## src/rtl/store_drain_buffer.sv

```systemverilog
// store_drain_buffer: captures in-window CPU stores into a FIFO and drains them over valid/ready.
// Ports: clk, reset (async active-low), MemWrite/DataAdr/WriteData in, out_valid/out_ready/out_addr/out_data,
//        count, full, drop_cnt, overflow. Optional macro STORE_DRAIN_COALESCE_EN merges stores to the youngest address.
module store_drain_buffer #(
    parameter int          DEPTH    = 8,
    parameter logic [31:0] WIN_BASE = 32'h0000_0000,
    parameter logic [31:0] WIN_MASK = 32'h0000_0000
) (
    input  logic                       clk,
    input  logic                       reset,
    input  logic                       MemWrite,
    input  logic [31:0]                DataAdr,
    input  logic [31:0]                WriteData,
    output logic                       out_valid,
    input  logic                       out_ready,
    output logic [31:0]                out_addr,
    output logic [31:0]                out_data,
    output logic [$clog2(DEPTH):0]     count,
    output logic                       full,
    output logic [15:0]                drop_cnt,
    output logic                       overflow
);

    localparam int AW = $clog2(DEPTH);
    localparam int CW = AW + 1;
    localparam logic [CW-1:0] ONE  = CW'(1);
    localparam logic [CW-1:0] LAST = CW'(DEPTH - 1);

    typedef enum logic [1:0] {
        S_EMPTY,
        S_PARTIAL,
        S_FULL
    } state_t;

    state_t          state;
    logic [AW-1:0]   head;
    logic [AW-1:0]   tail;
    logic [CW-1:0]   cnt;
    logic [31:0]     mem_addr [DEPTH];
    logic [31:0]     mem_data [DEPTH];

    logic hit;
    logic pop;
    logic push;
    logic drop;
    logic coal;

    assign hit = MemWrite & ((DataAdr & WIN_MASK) == (WIN_BASE & WIN_MASK));
    assign pop = out_valid & out_ready;

`ifdef STORE_DRAIN_COALESCE_EN
    logic [AW-1:0] youngest;
    assign youngest = tail - AW'(1);
    // Merging into an entry that leaves this cycle would lose the store,
    // so a lone head being popped falls back to the normal push path.
    assign coal = hit & (state != S_EMPTY)
                & (mem_addr[youngest] == DataAdr)
                & ~((cnt == ONE) & pop);
`else
    assign coal = 1'b0;
`endif

    // A pop in the same cycle never frees space for a store while full.
    assign push = hit & ~full & ~coal;
    assign drop = hit & full & ~coal;

    assign out_valid = (state != S_EMPTY);
    assign full      = (state == S_FULL);
    assign count     = cnt;
    assign out_addr  = out_valid ? mem_addr[head] : 32'h0;
    assign out_data  = out_valid ? mem_data[head] : 32'h0;

    always_ff @(posedge clk) begin
        if (push) begin
            mem_addr[tail] <= DataAdr;
            mem_data[tail] <= WriteData;
        end
`ifdef STORE_DRAIN_COALESCE_EN
        else if (coal) begin
            mem_data[youngest] <= WriteData;
        end
`endif
    end

    always_ff @(posedge clk or negedge reset) begin
        if (!reset) begin
            state    <= S_EMPTY;
            head     <= '0;
            tail     <= '0;
            cnt      <= '0;
            drop_cnt <= '0;
            overflow <= 1'b0;
        end else begin
            if (push) tail <= tail + AW'(1);
            if (pop)  head <= head + AW'(1);

            unique case ({push, pop})
                2'b10:   cnt <= cnt + ONE;
                2'b01:   cnt <= cnt - ONE;
                default: cnt <= cnt;
            endcase

            if (drop) begin
                overflow <= 1'b1;
                if (drop_cnt != 16'hFFFF) drop_cnt <= drop_cnt + 16'd1;
            end

            unique case (state)
                S_EMPTY: begin
                    if (push && !pop) state <= S_PARTIAL;
                end
                S_PARTIAL: begin
                    if (push && !pop && cnt == LAST) state <= S_FULL;
                    else if (pop && !push && cnt == ONE) state <= S_EMPTY;
                end
                S_FULL: begin
                    if (pop) state <= S_PARTIAL;
                end
                default: state <= S_EMPTY;
            endcase
        end
    end

endmodule

```

## config.mk

```make
export PLATFORM = sky130hd
export DESIGN_NAME = store_drain_buffer
export DESIGN_NICKNAME = d
export VERILOG_FILES = /design/src/rtl/store_drain_buffer.sv
export SDC_FILE = /design/constraint.sdc
export NUM_CORES = 1
export LEC_CHECK = 0
export CORE_MARGIN = 3
export CORE_UTILIZATION = 50
export DETAILED_ROUTE_END_ITERATION = 7
export PLACE_DENSITY = 0.75
export SLEW_MARGIN = 30
export SYNTH_ARGS = -nofsm -noshare
export SYNTH_HDL_FRONTEND = slang
export SYNTH_SLANG_ARGS = --single-unit
```

## constraint.sdc

```tcl
create_clock -name clk -period 11.78 [get_ports clk]
set_clock_uncertainty 0.15 [all_clocks]
set_input_delay 2.356 -clock clk [delete_from_list [all_inputs] [get_ports clk]]
set_output_delay 2.356 -clock clk [all_outputs]
set_load 0.01 [all_outputs]
```

Yosys cells after proc, flatten, opt, wreduce, memory -nomap -nowiden --
Memories as Yosys holds them, arrays and structs flattened. Cells that the tools add are included.
Word-level totals: memory bits (writable) 512, logic and storage cells 48, bits of input ports 68, memories kept 2, flip-flop bits (word level) 29
Memory list:
- mem_addr | depth 8, bits a word 32, read ports 1, clocked after memory_dff 0, write ports 1, RTL line 39 | logic [31:0] mem_addr [DEPTH];
- mem_data | depth 8, bits a word 32, read ports 1, clocked after memory_dff 0, write ports 1, RTL line 40 | logic [31:0] mem_data [DEPTH];
Cells by class: $add $sub $neg 5, bitwise gates (word level) 4, reductions and logical operators 11, equal/unequal tests 10, mux-type cells 10
Operators by type and width (count):
- $mux W32 | 2
- $add A16 B1 Y16 const B | 1
- $ne A16 B16 Y1 const B | 1
- $mux W2 | 4
- $pmux W4 S2 | 1
- $add A3 B1 Y3 const B | 2
- $pmux W2 S3 | 1
- $add A4 B1 Y4 const B | 1
- $eq A2 B1 Y1 const B | 2
- $eq A2 B2 Y1 const B | 2
- $eq A4 B1 Y1 const B | 1
- $eq A4 B3 Y1 const B | 1
- $logic_and A1 B1 Y1 | 4
- $reduce_bool A2 Y1 | 2
- $sub A4 B1 Y4 const B | 1
- $and A1 B1 Y1 | 3
- $ne A3 B3 Y1 const B | 1
- $reduce_and A3 Y1 | 1
- $logic_not A1 Y1 | 2
- $logic_not A2 Y1 | 1
- $mux W1 | 2
- $ne A2 B1 Y1 const B | 1
- $ne A2 B2 Y1 const B | 1
- $reduce_and A2 Y1 | 1
- $not A1 Y1 | 1

Logic depth before layout (Yosys ltp) --
Gate-level depths: netlist of run 1.
depth after elaboration 9, mapped depth 7, gate-level depth less buffers 7

Least setup slack after synthesis of run 1 --
No wires, ideal clock.
path kind input port to flip-flop, start point input MemWrite, end point memory mem_addr[0][0], enable pin, required time 11065 ps, setup time 565 ps, stages on the path 4, arrival 7035 ps, slack 4030 ps, cells stage by stage nand2_1 inv_1 nand2b_1 nor3_1
Between the ends: cells in the longest elaborated chain, start to end 3
Ends and longest elaborated chain:
- start: declaration | RTL line 11 | input logic MemWrite,
- $and A1 B1 Y1 | RTL line 64 | assign push = hit & ~full & ~coal;
- via push | RTL line 44 | logic push;
- $mux W1 | RTL line 74 | if (push) begin
- $mux W1 (not written as such) | RTL line 75 | mem_addr[tail] <= DataAdr;
- end: declaration | RTL line 39
The timed path passes the listed nets, and every way through them passes these cells.

Worst setup path after layout of run 1 --
start point register head[0], end point output out_addr[20]
Between the ends: cells in the longest elaborated chain, start to end 2
Ends and longest elaborated chain:
- start: declaration | RTL line 36 | logic [AW-1:0] head;
- start signal: assignment | RTL line 95 | if (pop) head <= head + AW'(1);
- $mem_v2 Z8 W32
- $mux W32 | RTL line 70 | assign out_addr = out_valid ? mem_addr[head] : 32'h0;
- end: declaration | RTL line 16 | output logic [31:0] out_addr,
Every way passes these cells.

==> results of run 1 <==
## routing by layer
layer  GRT usage  up-vias  share of wire
met3     0.03468       55          0.065
li1            -     4314              -
met4     0.05487        2          0.020
met2      0.3019      303           0.49
met5           0        -        0.00032
met1      0.2698     5150           0.42
## layout make-up
class | instances | area (um^2)
Inverter | 7 | 26.28
Clock inverter | 33 | 250.2
Fill cell | 2898 | 16170
Timing Repair Buffer | 177 | 1785
Clock buffer | 64 | 1389
Tap cell | 532 | 665.6
Multi-Input combinational cell | 369 | 4614
Antenna cell | 1 | 2.502
Sequential cell | 541 | 16110
## report_power, final
part	leakage [nW]	switching [mW]	internal, mW
combinational	2.36	0.849	0.952
sequential	5.03	0.161	2.35
clock	0.799	0.683	0.905
total	8.19	1.69	4.21
## critical path: stages, from the launching register on
cell             delay (ps)
dfrtp_4                 730
buf_4                   610
buf_4                   760
mux4_2                  630
mux2i_1                 160
nor2_1                  100
clkdlybuf4s50_1         540
## sequential cells by signal (all words and copies together), names as in the netlist
| signal | flops |
|---|---|
| drop_cnt | 16 |
| state | 2 |
| overflow | 1 |
| count | 4 |
| head | 3 |
| mem_addr | 256 |
| tail | 3 |
| mem_data | 256 |
## logic make-up after synthesis
family | count (synthesis) | share of synthesized area
buffers and inverters | 51 | 0.01055
XOR/XNOR | 20 | 0.008392
multiplexers | 196 | 0.1709
adder cells (fa/ha/maj) | 8 | 0.004796
AO/OA/AOI/OAI | 18 | 0.006594
AND/OR/NAND/NOR | 127 | 0.02740
flip-flops | 541 | 0.7714
## synth_stat cells (all sizes together) (3+ instances only)
cell      n  share of area
nand2b    7         0.0021
edfxtp  512           0.74
mux2      3         0.0016
nand4     5         0.0018
buf      19         0.0048
o211ai    4         0.0022
xnor2    18         0.0076
dfrtp    29          0.035
nor2     80          0.014
nand3     5         0.0012
o21ai     8         0.0025
ha        8         0.0048
clkbuf   25         0.0045
inv       7         0.0013
nand2    16         0.0029
mux2i    65          0.031
nor3      4        0.00096
mux4    128           0.14
## cells in the final DEF, fill, tap and decap left out, types with 4 or more instances in the layout
cell | synthesis | routed
mux2i_1 | 65 | 65
xnor2_1 | 18 | 18
edfxtp_1 | 512 | 512
clkbuf_16 | 0 | 54
buf_4 | 1 | 18
nand2b_1 | 7 | 7
nand3_1 | 5 | 5
nand4_1 | 4 | 4
clkinv_2 | 0 | 11
clkinv_1 | 0 | 13
nor2_1 | 80 | 73
ha_1 | 8 | 8
clkbuf_1 | 25 | 10
nor2_4 | 0 | 7
clkdlybuf4s50_1 | 0 | 154
nand2_1 | 16 | 16
dfrtp_1 | 29 | 26
inv_1 | 7 | 7
mux4_2 | 128 | 128
## per-stage QoR
stage | setup slack (ps) | hold slack, ps
4_1_cts | 4916 | 345.1
3_5_place_dp | 5569 | 329.5
6_report | 5123 | 335.2
3_3_place_gp | 5599 | 321.4
5_1_grt | 4712 | 362.4
2_1_floorplan | 4030 | 337.1
## path summary, 6_finish.rpt
path / start / end / slack, ps
max: head[0]$_DFFE_PN0P_ / out_addr[20] / 5120
min: overflow$_DFFE_PN0P_ / overflow$_DFFE_PN0P_ / 340
max reg2reg: state[0]$_DFFE_PN0P_ / mem_addr[4][5]$_DFFE_PP_ / 8530
min reg2reg: overflow$_DFFE_PN0P_ / overflow$_DFFE_PN0P_ / 340
max in group asynchronous: reset / head[1]$_DFFE_PN0P_ / 9150
min in group asynchronous: reset / drop_cnt[4]$_DFFE_PN0P_ / 2020
==> impl_results.md, run 1 <==
- Root buf cell: clkbuf_16
- Worst hold path type: flip-flop to flip-flop
- R2R depth: 7
- Number of distinct library cells after synthesis: 40
- Yosys warning count: 0
- Final instance area: 24850 um^2
- Clock tree sinks: 541
- Clk_lat worst skew: 580 ps
- DRT Wirelength: 40610 um
- Top_reg_cell synth: edfxtp_1
- Clock slew at reported path FFs: 60 ps
- Placed cell areas: 23200 um^2
- Die Span Y: 210.3 um
- Grt ovf: 0
- DRC Markers: 0
- WL/cell: 23.56 um
- Normalized max-slew margin: 0.4101
- Routed vias: 9824
- Post-cts resize count: 0
- WP data arrival: 4150 ps
- Ys async rst share: 0.05360
- Minimum clock period: 6657 ps
- Die area: 44230 um^2
- Final GP Congestion: 0.7372
- # rows: 74
- Max FO, Critical Path: 42
- Final Setup Violations: 0
- Vias in the first global route: 10280
- Max-cap violations: 0
- EDFF count, synth: 512
- DRT iter0 DRCs: 827
- FMAX: 150.2 MHz
- Final hold vios: 0
- Unrepaired setup endpoints after global routing: false
- GRT Total Usage: 0.1880
- Syn Area/Cell: 21.72 um^2
- Initial Util: 0.5089
- Final Util: 0.6057
- CTS tree: yes
- Finished Layout Cells: 1724
- Mapped Nets: 1037
- H-tree levels: 2
- Pwr Total: 5.901 mW
- Setup TNS: 0 ps
- First-pass GRT wire length: 62530 um
- Drt pass-1 iters: 5
- Vias/cell: 5.698
- PortBufs: 154
- DP HPWL: 22480 um
- Depth of the worst hold-timing path: 1
- P&R area growth vs syn: 19.03%
- Ratio of cells with drive above 1 in the final layout: 0.2091
- CP Data Required Time: 9270 ps
- DRT antenna net count: 0
- Yosys reg bits: 541
- PD cells: 237.5 nW/um^2
- Seq/Total Area, Yosys: 0.7714
- Die Wd: 210.3 um
- CP endpoint kind: output pin
- # hold bufs at CTS: 0
- Worst setup SP type: flip-flop
- Post-synthesis cell count: 961
- P_leak: 8.188 nW
- Clock Path Buffers: 3
- Final period utilization: 0.5651
- Mapped Area: 20870 um^2
- Core ar.: 41020 um^2
- Worst slew pin tran: 884.8 ps
- Antenna violations before repair: 2
- CTS buffer count: 53
- Placed Instances: 1626
- Status: completed
- Nets@finish: 1225
- Pin count of the biggest net entering global routing: 73
- WS Path Type: flip-flop to output pin
- Setup Fix Bufs, Post-CTS: 0
- Final Max Slew Viols: 0
- Worst vdd ir: 0.1493 mV
- Number of I/O pins: 155
(Power assumes the default switching activity.)
==> run 2, diff against run 1 <==
Clock period 11.78 ns to 6.95 ns, I/O delays scaled along.
==> impl_results.md, run 2 (synthesis results as in run 1) <==
- Status: completed
- Worst slew pin tran: 906.7 ps (+21.84 ps)
- DP HPWL: 22520 um (+0.17%)
- Clock tree sinks: 541 (unchanged)
- Pin count of the biggest net entering global routing: 83 (+14%)
- PD cells: 405.9 nW/um^2 (+71%)
- WS Path Type: flip-flop to output pin
- Worst reg-to-reg setup slack: 3760 ps (-4770 ps)
- P&R area growth vs syn: 19.08% (about the same)
- Setup Fix Bufs, Post-CTS: 0 (unchanged)
- Switching Share: 0.2905 (+0.003524)
- Minimum clock period: 4962 ps
- Antenna violations before repair: 4 (+2)
- First-pass GRT wire length: 64060 um (+2.4%)
- DRT Wirelength: 41740 um (+2.8%)
- Nets@finish: 1220 (-0.41%)
- CP endpoint kind: output pin
- Ratio of cells with drive above 1 in the final layout: 0.2046 (-0.004503)
- Final GP Congestion: 0.7506 (+1.8%)
- Drt pass-1 iters: 5 (unchanged)
- Final Max Slew Viols: 0 (unchanged)
- Hold slack: 343.0 ps (+7.828 ps)
- Root buf cell: clkbuf_16
- Clock Path Buffers: 3 (unchanged)
- PortBufs: 154 (unchanged)
- Worst vdd ir: 0.2808 mV (+88%)
- Most common cell after layout, fill and taps aside: edfxtp_1
- Worst setup SP type: flip-flop
- H-tree levels: 2 (unchanged)
- Vias/cell: 5.731 (+0.57%)
- Sw power: 2.930 mW (+73%)
- # rows: 74 (unchanged)
- Worst hold path type: flip-flop to flip-flop
- Final hold vios: 0 (unchanged)
- Finished Layout Cells: 1717 (-0.41%)
- Final period utilization: 0.7139
- Die Span Y: 210.3 um (unchanged)
- Clock share of power: 0.270 (about the same)
- Grt ovf: 0 (unchanged)
- Reg-to-reg startpoint: state[0]$_DFFE_PN0P_
- WL/cell: 24.31 um (+3.2%)
- P_leak: 8.179 nW (-0.11%)
- Die area: 44230 um^2 (unchanged)
- Worst Hold End: overflow$_DFFE_PN0P_
- DRC Markers: 0 (unchanged)
- Routed vias: 9840 (+0.16%)
- # hold bufs at CTS: 0 (unchanged)
- Final instance area: 24860 um^2 (about the same)
- FMAX: 201.5 MHz
- Core ar.: 41020 um^2 (unchanged)
- Number of I/O pins: 155 (unchanged)
- Reg power frac: 0.421 (-0.005)
- Placed cell areas: 23190 um^2 (about the same)
- Pwr Total: 10.09 mW (+71%)
- Hold path start: overflow$_DFFE_PN0P_
- GRT Total Usage: 0.1923 (+0.004264)
- Max-cap violations: 0 (unchanged)
- Depth of the worst hold-timing path: 1 (unchanged)
- DRT iter0 DRCs: 843 (+1.9%)
- Die Wd: 210.3 um (unchanged)
- Clk_lat worst skew: 600 ps (+20 ps)
- Final Setup Violations: 0 (unchanged)
- Vias in the first global route: 10570 (+2.8%)
- Placed Instances: 1621 (-0.31%)
- WP data arrival: 3420 ps (-730 ps)
- Top Registers: mem_addr: 256 flops, mem_data: 256 flops, drop_cnt: 16 flops
- Initial Util: 0.5089 (unchanged)
- DRT antenna net count: 0 (unchanged)
- Max FO, Critical Path: 82 (+95%)
- Post-cts resize count: 0 (unchanged)
- Clock slew at reported path FFs: 60 ps (about the same)
- Normalized max-slew margin: 0.3956 (-0.01456)
- CP Data Required Time: 5410 ps (-3860 ps)
- Crit path from: head[0]$_DFFE_PN0P_
- Commonest non-fill, non-tap cells in the layout: edfxtp_1 (512), clkdlybuf4s50_1 (154), mux4_2 (128)
- R2R Path End: mem_addr[3][26]$_DFFE_PP_
- Comb power frac: 0.309 (+0.004)
- CTS buffer count: 53 (unchanged)
- Setup TNS: 0 ps (unchanged)
- Int Pwr: 7.158 mW (+70%)
- CTS tree: yes
- Unrepaired setup endpoints after global routing: false
- R2R depth: 6 (-1)
run 2: cell types whose count changed in the layout (fill, tap and decap cells not counted), moves of 2 or more:
cell	change
buf_4	-10
buf_12	+2
clkbuf_1	-5
clkinv_2	-2
buf_6	+4
clkinv_1	+4
run 2: worst max-delay path by stage:
| stage | to | slack (ps) | cells past startpoint |
|---|---|---|---|
| finish | out_addr[28] | 1990 | 5 |
| global route | out_addr[11] | 1720 | 5 |
| CTS | out_addr[6] | 1870 | 5 |
| detailed placement | mem_data[3][8]$_DFFE_PP_ | 2510 | 6 |
| global placement | mem_data[2][8]$_DFFE_PP_ | 2410 | 6 |
| floorplan | mem_addr[0][0]$_DFFE_PP_ | 170 | 4 |
run 2: through the flow:
stage / util / setup WS [ps]
after CTS: 0.6059 / 1872
final: 0.6060 / 1988
after global placement: 0.5631 / 2405
after global routing: 0.6059 / 1721
after detailed placement: 0.5653 / 2515
after floorplan: - / 166.0
run 2: power groups by stage:
| stage | clock network [mW] | registers, mW | logic, mW |
|---|---|---|---|
| floorplan | 0 | 4.17 | 1.99 |
| global placement | 0 | 4.35 | 3.09 |
| detailed placement | 0 | 4.32 | 3.17 |
| CTS | 2.80 | 4.25 | 3.19 |
| global route | 2.93 | 4.29 | 3.36 |
| finish | 2.73 | 4.24 | 3.12 |
run 2: worst max-delay path, cell delays in order (launching register included):
cell and delay, ps:
dfrtp_4 730, buf_12 570, mux4_2 580, mux2i_1 220
nor2_1 90, clkdlybuf4s50_1 520
run 2: routing by layer:
metal / GRT usage / vias up / wire [um]
met5: 0 / - / 21
met1: 0.2641 / 5206 / 17440
li1: - / 4303 / -
met3: 0.04242 / 62 / 2366
met4: 0.04929 / 4 / 850
met2: 0.3195 / 265 / 21060
run 2: final cells by class:
| class | count | area, um^2 |
|---|---|---|
| Antenna cell | 2 | 5.005 |
| Tap cell | 532 | 665.6 |
| Fill cell | 2862 | 16160 |
| Multi-Input combinational cell | 369 | 4614 |
| Clock inverter | 36 | 319.1 |
| Inverter | 7 | 26.28 |
| Timing Repair Buffer | 172 | 1768 |
| Sequential cell | 541 | 16110 |
| Clock buffer | 58 | 1345 |
==> run 3, diff against run 2 <==
Clock period 6.95 ns to 4.7 ns, I/O delays scaled along.
==> impl_results.md, run 3 (synthesis results as in run 1) <==
- WL met2: 20850 um (-1.0%)
- Drt pass-1 iters: 5 (unchanged)
- Most common cell after layout, fill and taps aside: edfxtp_1
- GRT Total Usage: 0.1917 (-0.0006353)
- Initial Util: 0.5089 (unchanged)
- Root buf cell: clkbuf_16
- DRT met1 WL: 17040 um (-2.3%)
- WL/cell: 23.89 um (-1.7%)
- Max FO, Critical Path: 67 (-18%)
- Post-cts resize count: 0 (unchanged)
- Nets@finish: 1226 (+0.49%)
- DP HPWL: 22400 um (-0.53%)
- # hold bufs at CTS: 0 (unchanged)
- WS Path Type: flip-flop to output pin
- Max-cap violations: 0 (unchanged)
- # rows: 74 (unchanged)
- Filler Cells Inserted: 2810 (-1.8%)
- Minimum clock period: 4220 ps
- CTS buffer count: 54 (+1.9%)
- Antenna violations before repair: 0 (-4)
- Die area: 44230 um^2 (unchanged)
- Placed cell areas: 23230 um^2 (+0.20%)
- Worst hold path type: flip-flop to flip-flop
- CTS tree: yes
- Vias in the first global route: 10470 (-0.95%)
- Ratio of cells with drive above 1 in the final layout: 0.2077 (+0.003141)
- Commonest non-fill, non-tap cells in the layout: edfxtp_1 (512), clkdlybuf4s50_1 (154), mux4_2 (128)
- R2R depth: 6 (unchanged)
- Unrepaired setup endpoints after global routing: false
- Clock slew at reported path FFs: 60 ps (about the same)
- Clock Path Buffers: 3 (unchanged)
- Clk_lat worst skew: 580 ps (-20 ps)
- PortBufs: 154 (unchanged)
- DRT Wirelength: 41250 um (-1.2%)
- Clock tree sinks: 541 (unchanged)
- Final Max Slew Viols: 0 (unchanged)
- Highest metal used: met4
- Worst stage delay on the critical path: 870 ps (+140 ps)
- CP max-delay cell: dfrtp_4
- P&R area growth vs syn: 20.05%
- DP Worst Slack: 1085 ps (-1430 ps)
- WP data arrival: 3130 ps (-290 ps)
- CP endpoint kind: output pin
- DRT antenna net count: 0 (unchanged)
- Final GP Congestion: 0.7215 (-3.9%)
- Top Registers: mem_addr: 256 flops, mem_data: 256 flops, drop_cnt: 16 flops
- Met3 Routed Length: 2406 um (+1.7%)
- Number of I/O pins: 155 (unchanged)
- Area of the multi-input gates: 4627 um^2 (+0.27%)
- CP Data Required Time: 3610 ps (-1800 ps)
- First-pass GRT wire length: 64010 um (about the same)
- Final period utilization: 0.8980
- Final instance area: 25060 um^2 (+0.81%)
- Core ar.: 41020 um^2 (unchanged)
- Die Wd: 210.3 um (unchanged)
- Placed Instances: 1626 (+0.31%)
- Die Span Y: 210.3 um (unchanged)
- Depth of the worst hold-timing path: 1 (unchanged)
- DRT iter0 DRCs: 829 (-1.7%)
- Setup TNS: 0 ps (unchanged)
- Final Setup Violations: 0 (unchanged)
- Critical-path cell list: buf_12, mux4_2, mux2i_1, nor2_1, clkdlybuf4s50_1
- DRC Markers: 0 (unchanged)
- Finished Layout Cells: 1727 (+0.58%)
- Grt ovf: 0 (unchanged)
- FF+latch area: 16110 um^2 (unchanged)
- P_leak: 8.276 nW (+1.2%)
- Pin count of the biggest net entering global routing: 69 (-17%)
- Final worst slack: 479.5 ps (-1509 ps)
- H-tree levels: 2 (unchanged)
- Worst vdd ir: 0.4608 mV (+64%)
- Vias/cell: 5.728 (about the same)
- PD cells: 608.9 nW/um^2 (+50%)
- Final hold vios: 0 (unchanged)
- FMAX: 236.9 MHz
- Routed vias: 9892 (+0.53%)
- Status: completed
- Worst slew pin tran: 696.1 ps (-210.6 ps)
- Normalized max-slew margin: 0.5360 (+0.1404)
- Worst setup SP type: flip-flop
- Setup Fix Bufs, Post-CTS: 0 (unchanged)
-- run 3: changes by cell type in the layout (fill, tap and decap cells not counted), sizes merged --
cell / change
buf: +5
bufinv: +5
clkbuf: +11
clkinv: -10
clkinvlp: -1
diode: -1
inv: +1
-- run 3: path summary, 6_finish.rpt --
path                                      start                         to  slack [ps]
hold reg to reg            overflow$_DFFE_PN0P_       overflow$_DFFE_PN0P_         320
max in group asynchronous                 reset        head[0]$_DFFE_PN0P_        3480
setup reg to reg           state[0]$_DFFE_PN0P_  mem_data[0][31]$_DFFE_PP_        2100
hold / removal             overflow$_DFFE_PN0P_       overflow$_DFFE_PN0P_         320
min in group asynchronous                 reset    drop_cnt[4]$_DFFE_PN0P_         600
setup / recovery            head[1]$_DFFE_PN0P_                out_addr[4]         480
-- run 3: routing by layer --
metal  GRT usage  up-vias
met4     0.05929        0
li1            -     4326
met2      0.3170      300
met3     0.03453       62
met5           0        -
met1      0.2653     5204
-- run 3: cell type report --
class,count,area share
Antenna cell,1,0.00009987
Clock buffer,69,0.05703
Inverter,7,0.001049
Tap cell,532,0.02657
Sequential cell,541,0.6430
Clock inverter,31,0.01568
Timing Repair Buffer,177,0.07191
Multi-Input combinational cell,369,0.1847
-- run 3: through the flow --
step	utilization	hold slack, ps	power, mW
final	0.6109	316.6	15.26
after global routing	0.6108	356.2	16.00
after CTS	0.6108	322.0	15.49
after detailed placement	0.5664	307.6	11.09
after global placement	0.5664	302.5	11.01
after floorplan	-	337.1	9.108
-- run 3: where the power goes --
group | internal, mW | switching, mW | leakage, nW
logic | 2.42 | 2.26 | 2.37
clock network | 2.64 | 1.73 | 0.880
registers | 5.90 | 0.305 | 5.03
-- run 3: worst max-delay path: cells and delay by family, from the launching register on --
family	cells	cell delay, ps
mux	2	600
buf+inv	2	900
flops	1	870
simple gates	1	60
